<file path="config.mk">
export PLATFORM = sky130hd
export DESIGN_NAME = sd_req_arbiter
export DESIGN_NICKNAME = d
export VERILOG_FILES = /design/src/rtl/sd_arb_pkg.sv /design/src/rtl/rr_pick.sv /design/src/rtl/sd_req_arbiter.sv
export SDC_FILE = /design/constraint.sdc
export NUM_CORES = 1
export LEC_CHECK = 0
export ABC_AREA = 1
export CORE_MARGIN = 2
export CORE_UTILIZATION = 46
export DETAILED_ROUTE_END_ITERATION = 10
export PLACE_DENSITY = 0.89
export SLEW_MARGIN = 20
export SYNTH_ARGS = -nofsm -noshare
export SYNTH_HDL_FRONTEND = slang
export SYNTH_HIERARCHICAL = 1
export SYNTH_SLANG_ARGS = --single-unit
</file>
<file path="constraint.sdc">
create_clock -name clk_sys -period 8.29 [get_ports clk_sys]
set_input_delay 2.0725 -clock clk_sys [delete_from_list [all_inputs] [get_ports clk_sys]]
set_output_delay 2.0725 -clock clk_sys [all_outputs]
set_load 0.1 [all_outputs]
</file>
<file path="src/rtl/sd_arb_pkg.sv">
// Shared types and sizing helpers for the SD block-request arbiter.
package sd_arb_pkg;

    typedef enum logic [1:0] {
        IDLE  = 2'd0,
        ISSUE = 2'd1,
        XFER  = 2'd2,
        DONE  = 2'd3
    } arb_state_t;

    localparam int NUM_REQ_DEF = 4;

    // Width of an index into n clients; never narrower than one bit.
    function automatic int idx_width(input int n);
        return (n < 2) ? 1 : $clog2(n);
    endfunction

    localparam int GW = idx_width(NUM_REQ_DEF);

    // Width of a counter that must reach timeout-1.
    function automatic int cnt_width(input int unsigned timeout);
        return (timeout < 2) ? 1 : $clog2(timeout);
    endfunction

endpackage

</file>
<file path="src/rtl/rr_pick.sv">
// Combinational round-robin priority encoder: first pending bit at or after ptr wins.
module rr_pick
    import sd_arb_pkg::*;
#(
    parameter int N = 4,
    parameter int W = idx_width(N)
) (
    input  logic [N-1:0] pending,
    input  logic [W-1:0] ptr,
    output logic         valid,
    output logic [W-1:0] index
);

    int           c;
    logic [W-1:0] cand;

    // Scan from the farthest offset down so the nearest pending client is written last.
    always_comb begin
        valid = 1'b0;
        index = '0;
        c     = 0;
        cand  = '0;
        for (int off = N - 1; off >= 0; off--) begin
            c = int'(ptr) + off;
            if (c >= N) c = c - N;
            cand = W'(c);
            if (pending[cand]) begin
                valid = 1'b1;
                index = cand;
            end
        end
    end

endmodule

</file>
<file path="src/rtl/sd_req_arbiter.sv">
// Serialises per-drive SD block requests onto the single hps_io block channel.
module sd_req_arbiter
    import sd_arb_pkg::*;
#(
    parameter int          NUM_REQ = 4,
    parameter int          LBA_W   = 32,
    parameter int unsigned TIMEOUT = 24'd12_000_000
) (
    input  logic                     clk_sys,
    input  logic                     reset,
    input  logic [NUM_REQ*LBA_W-1:0] req_lba,
    input  logic [NUM_REQ-1:0]       req_rd,
    input  logic [NUM_REQ-1:0]       req_wr,
    input  logic [NUM_REQ*8-1:0]     req_buff_din,
    output logic [NUM_REQ-1:0]       req_ack,
    output logic [NUM_REQ-1:0]       req_done,
    output logic [NUM_REQ-1:0]       req_err,
    output logic [LBA_W-1:0]         sd_lba,
    output logic [NUM_REQ-1:0]       sd_rd,
    output logic [NUM_REQ-1:0]       sd_wr,
    input  logic [NUM_REQ-1:0]       sd_ack,
    output logic [7:0]               sd_buff_din,
    output logic                     busy
);

    localparam int IW = idx_width(NUM_REQ);
    localparam int CW = cnt_width(TIMEOUT);
    localparam logic [CW-1:0] TMO_LAST = CW'((TIMEOUT == 0) ? 0 : TIMEOUT - 1);

    arb_state_t         state;
    logic [IW-1:0]      grant;
    logic [IW-1:0]      rr_ptr;
    logic [CW-1:0]      tmo_cnt;
    logic [NUM_REQ-1:0] pending;
    logic               pick_valid;
    logic [IW-1:0]      pick_idx;
    logic               tmo_hit;

    logic [LBA_W-1:0] lba_arr [NUM_REQ];
    logic [7:0]       din_arr [NUM_REQ];

    function automatic logic [NUM_REQ-1:0] onehot(input logic [IW-1:0] idx);
        logic [NUM_REQ-1:0] v;
        v      = '0;
        v[idx] = 1'b1;
        return v;
    endfunction

    // The client after g gets first look next time; the serviced one drops to last.
    function automatic logic [IW-1:0] next_ptr(input logic [IW-1:0] g);
        return (int'(g) == NUM_REQ - 1) ? '0 : g + IW'(1);
    endfunction

    // Unpack the flat per-client buses into arrays indexed by client number.
    always_comb begin
        for (int i = 0; i < NUM_REQ; i++) begin
            lba_arr[i] = req_lba[i*LBA_W +: LBA_W];
            din_arr[i] = req_buff_din[i*8 +: 8];
        end
    end

    // A simultaneous read and write request counts as a read; the strobe choice handles that.
    assign pending = req_rd | req_wr;
    assign tmo_hit = (TIMEOUT != 0) && (tmo_cnt == TMO_LAST);
    assign busy    = (state != IDLE);

    rr_pick #(
        .N (NUM_REQ),
        .W (IW)
    ) u_pick (
        .pending (pending),
        .ptr     (rr_ptr),
        .valid   (pick_valid),
        .index   (pick_idx)
    );

    // Arbitration FSM: grant, issue strobe, wait for ack to fall, then release.
    always_ff @(posedge clk_sys or posedge reset) begin
        if (reset) begin
            state    <= IDLE;
            grant    <= '0;
            rr_ptr   <= '0;
            tmo_cnt  <= '0;
            sd_lba   <= '0;
            sd_rd    <= '0;
            sd_wr    <= '0;
            req_done <= '0;
            req_err  <= '0;
        end else begin
            req_done <= '0;
            req_err  <= '0;
            case (state)
                IDLE: begin
                    tmo_cnt <= '0;
                    if (pick_valid) begin
                        grant  <= pick_idx;
                        sd_lba <= lba_arr[pick_idx];
                        if (req_rd[pick_idx]) sd_rd <= onehot(pick_idx);
                        else                  sd_wr <= onehot(pick_idx);
                        state  <= ISSUE;
                    end
                end
                ISSUE: begin
                    if (sd_ack[grant]) begin
                        sd_rd <= '0;
                        sd_wr <= '0;
                        state <= XFER;
                    end else if (tmo_hit) begin
                        sd_rd   <= '0;
                        sd_wr   <= '0;
                        req_err <= onehot(grant);
                        rr_ptr  <= next_ptr(grant);
                        state   <= IDLE;
                    end else begin
                        tmo_cnt <= tmo_cnt + CW'(1);
                    end
                end
                XFER: begin
                    if (!sd_ack[grant]) begin
                        req_done <= onehot(grant);
                        state    <= DONE;
                    end
                end
                DONE: begin
                    rr_ptr <= next_ptr(grant);
                    state  <= IDLE;
                end
                default: state <= IDLE;
            endcase
        end
    end

    // Forward the hps_io ack to the granted client only while its transfer is live.
    always_comb begin
        req_ack = '0;
        if (state == ISSUE || state == XFER) req_ack[grant] = sd_ack[grant];
    end

    // Write byte follows the granted client while busy, otherwise the bus is parked at 0.
    always_comb begin
        sd_buff_din = busy ? din_arr[grant] : 8'h00;
    end

endmodule
</file>
* Yosys cells after proc, flatten, opt, wreduce, memory -nomap -nowiden
Index checks and enable logic that the tools add are counted.
** Word-level totals
- ROM bits :: 0
- Logic and storage cells :: 123
- Memories kept :: 0
- Latch bits :: 0
- Bits of input ports :: 174
- Flip-flop bits (word level) :: 78
- Output and inout port bits :: 61
- Bits in writable memories :: 0
** Operators by class
- Multiplexer cells :: 61
- Div/mod/pow operators :: 0
- Bitwise operators :: 4
- Magnitude comparators :: 14
- Reduce and logical (&&, ||, !) cells :: 13
- Add/sub/neg operators :: 9
- Multipliers :: 0
- Eq/ne operators :: 13
- Shifts and indexed selects :: 0
** Operators by type and width (count)
- binary-select mux 32 bit (select 2 bit) :: 1
- two-way mux 32 bit :: 2
- two-way mux 24 bit :: 2
- two-way mux 4 bit :: 12
- case mux 24 bit (2 select lines) :: 1
- two-way mux 2 bit :: 15
- adder 24 x 1 -> 24 bit (second input constant) :: 1
- == test 24 bit (second input constant) :: 1
- two-way mux 8 bit :: 3
- < comparator 2 x 3 -> 1 bit (second input constant) :: 6
- binary-select mux 8 bit (select 2 bit) :: 1
- case mux 4 bit (2 select lines) :: 2
- greater-or-equal comparator 3 bit (second input constant) :: 5
- != test 2 bit (second input constant) :: 7
- binary-select mux 1 bit (select 2 bit) :: 6
- two-way mux 1 bit :: 12
- AND reduction 3 bit :: 3
- case mux 2 bit (4 select lines) :: 1
- AND reduction 4 bit :: 2
- subtractor 2 x 1 -> 2 bit (second input constant) :: 4
- adder 2 x 2 -> 3 bit (second input constant) :: 2
- inverter 2 -> 3 bit :: 2
- nonzero test 2 bit :: 3
- bitwise AND 4 bit :: 1
- other kinds (14) :: 19

* Longest topological paths before layout
Gate-level depths: netlist of the first run.
- Depth after elaboration :: 16
- Gate-level depth with buffers :: 19

* Hierarchy
Netlist of the first run, hierarchy kept.
** By module, submodules not included
- sd_req_arbiter :: cells each 702, area each 5006.1 um^2, instances 1
- rr_pick :: cells each 46, area each 212.7 um^2, instances 1

* Worst setup path after synthesis of the first run
Ideal clock, no wire load.
- Path type :: in2out
- From :: input req_buff_din[5]
- To :: output sd_buff_din[5]
- Path buffers :: 0
- Slack :: 2471 ps
- Stages on the path :: 4
- Data arrival time :: 3746 ps
- Path through :: nor2_1 -> nor2_1 -> o21ai_0 -> a21oi_1
** On the way
- Longest elaborated chain between the ends :: 4
** Ends and longest elaborated chain
- start: declaration :: RTL line sd_req_arbiter.sv:14 : input logic [NUM_REQ*8-1:0] req_buff_din,
- binary-select mux 8 bit (select 2 bit) :: RTL line sd_req_arbiter.sv:141 : sd_buff_din = busy ? din_arr[grant] : 8'h00;
- two-way mux 8 bit (not written as such) (2 in a row) :: RTL line sd_req_arbiter.sv:141
- two-way mux 8 bit :: RTL line sd_req_arbiter.sv:141
- end: declaration :: RTL line sd_req_arbiter.sv:22 : output logic [7:0] sd_buff_din,
No other way between the ends. The select of a mux whose other input is x is not followed.

* Worst setup path after layout of the first run
- From :: input sd_ack[3]
- To :: output req_ack[0]
** On the way
- Longest elaborated chain between the ends :: 4
** Ends and longest elaborated chain
- start: declaration :: RTL line sd_req_arbiter.sv:21 : input logic [NUM_REQ-1:0] sd_ack,
- binary-select mux 1 bit (select 2 bit) :: RTL line sd_req_arbiter.sv:136 : if (state == ISSUE || state == XFER) req_ack[grant] = sd_ack[grant];
- two-way mux 1 bit (not written as such) :: RTL line sd_req_arbiter.sv:136
- bitwise AND 4 bit (no source line)
- two-way mux 4 bit :: RTL line sd_req_arbiter.sv:136
- end: declaration :: RTL line sd_req_arbiter.sv:15 : output logic [NUM_REQ-1:0] req_ack,
No other way between the ends. The select of a mux whose other input is x is not followed.

==> results.toml, run 1 <==
[synth]
ys.flop_type = "dfrtp_1"
synth_top_family_by_area = "simple AND/OR/NAND/NOR gates"
avgSynthCellArea_sq_um = 6.98
synth.top_cell.area_share = 0.374
synth_area_leaders = "dfrtp_1, nand2_1, nor2_1"
yosys.area_share.simple = 0.367
yosysSeqAreaShare = 0.374
synthDistinctLibCells = 37
synthAdderAreaFrac = 0.0216
synth-seq-cells = 78
synth_nets = 931
synth_cells = 748
synthXorXnorAreaFrac = 0.0134
synth_largest_area_cell = "dfrtp_1"
synth-edff-count = 0
synth_mux_area_frac = 0
yosysWarnings = 6
async_reset_ff_frac = 1.00
synthesis.area_sq_um = 5220
synth_compound_area_frac = 0.146

[layout]
nNetsFinal = 1147
drive_above_1_share = 0.0661
antenna_cells = 0
syn2layout_area_growth_pct = 51.2
final_common_cell = "nand2_1"
mostFrequentLayoutCells = "nand2_1, clkdlybuf4s50_1, nor2_1"
fillers = 859

[placement]
io_buffers = 234
gp_congestion = 0.924
dp_hpwl_mm = 13.0

[die]
initial_core_util = 0.477
fp.dieArea_sq_um = 12200
num_io_pins = 235
die_w_um = 111
rows = 38
die_h_um = 111
fp.coreArea_sq_um = 10900

[timing]
setup_viol = 0
worst_slew_pin_slew_ns = 1.06
finClkSkew_ns = 0.0103
rsz0062_at_grt = "false"
fmax_ghz = 0.159
timing.hold.ws_ns = 0.472
timing.final.crit_period_ns = 6.31
max-slew-margin-rel = 0.293
finalSetupTns_ns = 0
fin_crit_sh = 0.761
hold_viol = 0
slew_violations = 0

[clocking]
cts_buffers = 9
clockRootBuffer = "clkbuf_16"
clkSlewWorstSetupHoldPaths_ns = 0.06
cts_sinks = 78
cts_tree = "done"
clk_path_buf_depth = 2
cts_htree_levels = 3
cts_resized = 0
post_cts_buffers = 0
clock_latency_ns = 0.33
cts_hold_buf = 0

[hold_path]
hold_class = "reg2reg"

[pwr]
power.total_w = 0.00341
worst_ir_drop_vdd_mv = 0.276
intPower_w = 0.00136
p_switching_w = 0.00205
p_leak_nw = 3.36
p_seq_frac = 0.174
clkPwrFrac = 0.118
p_per_area_nw_per_um2 = 432
combinationalPowerShare = 0.708
swShare = 0.601

[run_status]
status = "finished clean"

[global_route]
grt_pass1_vias = 5898
grt_use_total = 0.282
globalRouteOverflowTotal = 0
grt_pass1_wl_mm = 28.3
antenna_found_initial = 0
grt_start_max_net_pins = 79

[worst_setup_path]
startpoint_type = "input port"
path_max_fanout = 4
end_kind = "primary output"
cp_data_arrival_time_ns = 4.23
required_ns = 6.22
critical_path_class = "in2out"

[detailed_routing]
viasPerCell = 5.25
wl_per_cell_um = 15.5
postRouteAntennaNets = 0
drt_wl_total_mm = 17.1
drt_iter0_drc = 378
drc = 0
num_vias = 5812
firstDrtPassIters = 5

[flow_run]
drv_cap = 0
metrics by stage:
stage               setup WS [ns]  cells  utilization  instance area [sq um]
floorplan                    2.47    748            -                   5220
global route                 1.90   1108        0.722                   7890
global placement             2.07   1093        0.694                   7590
CTS                          1.99   1108        0.721                   7890
detailed placement           1.99   1093        0.694                   7590
finish                       1.98   1108        0.722                   7890
worst max-delay path: stages:
cell and delay, ns:
clkdlybuf4s50_1 0.45, nand2_1 0.06, nand2_1 0.11, nand2_1 0.05, nand2_1 0.10, nand2_1 0.11
nor2_1 0.13, clkdlybuf4s50_1 1.15
path summary, 6_finish.rpt:
check / from / to / slack, ns / cells past startpoint
max reg2reg: rr_ptr[0] / sd_wr[0] / 4.66 / 16
min: sd_rd[2] / sd_rd[2] / 0.47 / 2
min in group asynchronous: reset / sd_lba[26] / 2.24 / 3
max in group asynchronous: reset / tmo_cnt[11] / 5.53 / 3
min reg2reg: sd_rd[2] / sd_rd[2] / 0.47 / 2
max: sd_ack[3] / req_ack[0] / 1.98 / 8
registers in the layout, indices dropped and copies added (netlist names), named ones only:
signal    count
sd_lba       32
tmo_cnt      24
req_done      4
req_err       4
sd_rd         4
sd_wr         4
grant         2
rr_ptr        2
state         1
final cells by class:
type | instances | area (sq um) | area share
clock buffer | 9 | 225 | 0.0285
clock inverter | 6 | 70.1 | 0.00888
inverter | 55 | 223 | 0.0282
multi-input combinational | 581 | 2860 | 0.363
sequential | 78 | 1950 | 0.247
tap | 140 | 175 | 0.0222
timing repair buffer | 239 | 2380 | 0.302
Yosys cell counts, types with 4 or more instances:
library cell / n
nand3_1: 35
nor3_1: 5
buf_1: 4
nand4_1: 19
buf_2: 4
nor2_1: 129
o21ai_0: 23
o21ai_2: 14
clkbuf_1: 20
ha_1: 9
a31oi_1: 8
xor2_1: 7
inv_1: 49
dfrtp_1: 78
or2_2: 8
a22oi_1: 32
nand2_2: 7
a41oi_1: 16
nand2_1: 246
a21oi_1: 11
power groups by stage:
stage	Combinational, W	Sequential (W)	Clock, W
after detailed placement	0.00241	0.000600	0
final	0.00242	0.000594	0.000402
after floorplan	0.00122	0.00122	0
after CTS	0.00242	0.000594	0.000405
after global placement	0.00239	0.000595	0
after global routing	0.00258	0.000613	0.000423
routing by layer:
layer | global-route usage | share of wire | vias to the layer above
met5 | 0 | 0 | -
met4 | 0.127 | 0.042 | 0
met3 | 0.0593 | 0.067 | 47
met2 | 0.501 | 0.52 | 229
met1 | 0.325 | 0.38 | 2658
li1 | - | - | 2878
cells by family (layout without fill, tap and decap cells):
family | after synthesis | count (layout)
adder cells (fa/ha/maj) | 9 | 9
buffers and inverters | 89 | 309
flip-flops | 78 | 78
XOR/XNOR | 8 | 8
AO/OA/AOI/OAI | 109 | 109
AND/OR/NAND/NOR | 455 | 455
(Power assumes the default switching activity.)
==> run 2, diff against run 1 <==
--- a/config.mk
+++ b/config.mk
@@ -7,9 +7,9 @@
 export LEC_CHECK = 0
 export ABC_AREA = 1
 export CORE_MARGIN = 2
-export CORE_UTILIZATION = 46
+export CORE_UTILIZATION = 39
 export DETAILED_ROUTE_END_ITERATION = 10
-export PLACE_DENSITY = 0.89
+export PLACE_DENSITY = 0.81
 export SLEW_MARGIN = 20
 export SYNTH_ARGS = -nofsm -noshare
 export SYNTH_HDL_FRONTEND = slang
==> constraint.sdc (replaced) <==
create_clock -name clk_sys -period 5.63 [get_ports clk_sys]
set_input_delay 1.4075 -clock clk_sys [delete_from_list [all_inputs] [get_ports clk_sys]]
set_output_delay 1.4075 -clock clk_sys [all_outputs]
set_load 0.1 [all_outputs]
==> run 2 against run 1 <==
  * Worst setup slack lost 0.47 ns
  * Clock-buffer cell count grew 2
  * Non-clock buffer count grew 1
  * Global-route usage shrank 2.7 points
  * Critical path type unchanged
  * Sequential power grew 51%
  * Clock power grew 44%
  * Combinational power grew 47%
  * Final cell count grew 3.4%
  * Final area grew 0.19%
  * Critical path depth shrank 2
  * Clock skew shrank 0.0011 ns
  * Sequential cell count is the same
==> results.toml, run 2 (synthesized netlist as in run 1, its figures left out) <==
[run_status]
status = "finished clean"

[timing]
hold_viol = 0
fmax_ghz = 0.243
finClkSkew_ns = 0.00919
setup_viol = 0
timing.final.crit_period_ns = 4.11
worst_slew_pin_slew_ns = 1.07
max-slew-margin-rel = 0.286
finalSetupTns_ns = 0
slew_violations = 0
fin_crit_sh = 0.731
rsz0062_at_grt = "false"
fin_ws_ns = 1.52

[die]
rows = 42
num_io_pins = 235
die_w_um = 120
fp.dieArea_sq_um = 14300
die_h_um = 120
initial_core_util = 0.397
fp.coreArea_sq_um = 13100

[clocking]
clk_path_buf_depth = 2
cts_resized = 0
clock_latency_ns = 0.34
cts_tree = "done"
clockRootBuffer = "clkbuf_16"
post_cts_buffers = 0
clkSlewWorstSetupHoldPaths_ns = 0.06
cts_sinks = 78
cts_hold_buf = 0
cts_htree_levels = 3
cts_buffers = 9

[global_route]
grt_pass1_vias = 5698
antenna_found_initial = 0
grt_use_total = 0.255
grt_start_max_net_pins = 58
grt_pass1_wl_mm = 28.8
globalRouteOverflowTotal = 0

[worst_setup_path]
ff2ff_setup_slack_ns = 2.64
end_kind = "primary output"
path_max_fanout = 1
startpoint_type = "input port"
r2r_start = "rr_ptr[0]"
critical_path_class = "in2out"
required_ns = 4.22
worstSetupStartpoint = "req_buff_din[17]"
cp_data_arrival_time_ns = 2.71

[layout]
reg.largest.list = "sd_lba: 32 flops, tmo_cnt: 24 flops"
nNetsFinal = 1148
antenna_cells = 0
drive_above_1_share = 0.0784
largest_reg_flops = 32
fin_area_sq_um = 7910
final_cells = 1146
regMostFlops = "sd_lba"
syn2layout_area_growth_pct = 51.5
final_common_cell = "nand2_1"
mostFrequentLayoutCells = "nand2_1, clkdlybuf4s50_1, nor2_1"
fillers = 1212

[detailed_routing]
num_vias = 5792
drt_wl_total_mm = 17.7
wl_per_cell_um = 15.5
viasPerCell = 5.05
drc = 0
drt_iter0_drc = 318
postRouteAntennaNets = 0
firstDrtPassIters = 5

[pwr]
p_leak_nw = 3.39
p_per_area_nw_per_um2 = 635
worst_ir_drop_vdd_mv = 0.423

[placement]
placed_cell_area_sq_um = 7610
dp_cells = 1130
dp_slack_ns = 1.35
dp_hpwl_mm = 13.7
gp_congestion = 0.925
io_buffers = 234

[hold_path]
hp-start = "sd_wr[1]"
hold_class = "reg2reg"

[flow_run]
drv_cap = 0
## run 2: changes by cell type in the layout (fill, tap and decap cells not counted)
cell / change
clkdlybuf4s50_1: -12
buf_6: -1
clkinvlp_4: -1
clkinv_1: -1
inv_6: -1
inv_1: +1
buf_4: +14
clkbuf_1: +2
clkinv_2: +1
## run 2: final timing paths
check	endpoint	cells after the start
max reg2reg	sd_rd[1]	17
min in group asynchronous	sd_lba[16]	2
min	sd_wr[1]	2
max	sd_buff_din[1]	6
max in group asynchronous	tmo_cnt[7]	3
min reg2reg	sd_wr[1]	2
## run 2: area by class of cell
cell class                 count  area [sq um]  share of cell area
clock inverter                 5          58.8             0.00744
multi-input combinational    581          2860               0.362
clock buffer                  11           233              0.0294
sequential                    78          1950               0.247
tap                          176           220              0.0279
timing repair buffer         240          2360               0.298
inverter                      55           223              0.0282
## run 2: per-stage QoR
stage / hold WS [ns] / utilization / power [W]
after global routing: 0.510 / 0.602 / 0.00533
final: 0.481 / 0.602 / 0.00502
after global placement: 0.462 / 0.580 / 0.00439
after CTS: 0.484 / 0.602 / 0.00503
after floorplan: 0.477 / - / 0.00360
after detailed placement: 0.470 / 0.580 / 0.00444
## run 2: worst max-delay path, cell delays in order
cell and delay (ns):
clkdlybuf4s50_1 0.47, nor2_1 0.04, nor2_1 0.11, o21ai_0 0.12
a21oi_1 0.22, buf_4 0.33
## run 2: power by group
group	leakage, nW	internal [W]	total [W]	switching [W]
combinational	2.25	0.000916	0.00355	0.00263
clock	0.136	0.000345	0.000579	0.000234
sequential	1.00	0.000736	0.000894	0.000157
total	3.39	0.00200	0.00502	0.00303
## run 2: routing by layer
metal / vias up / track usage / wire length (um)
met4: 0 / 0.0757 / 433
met5: - / 0 / 0
met1: 2684 / 0.300 / 6820
met3: 29 / 0.0580 / 1140
li1: 2878 / - / -
met2: 201 / 0.460 / 9330
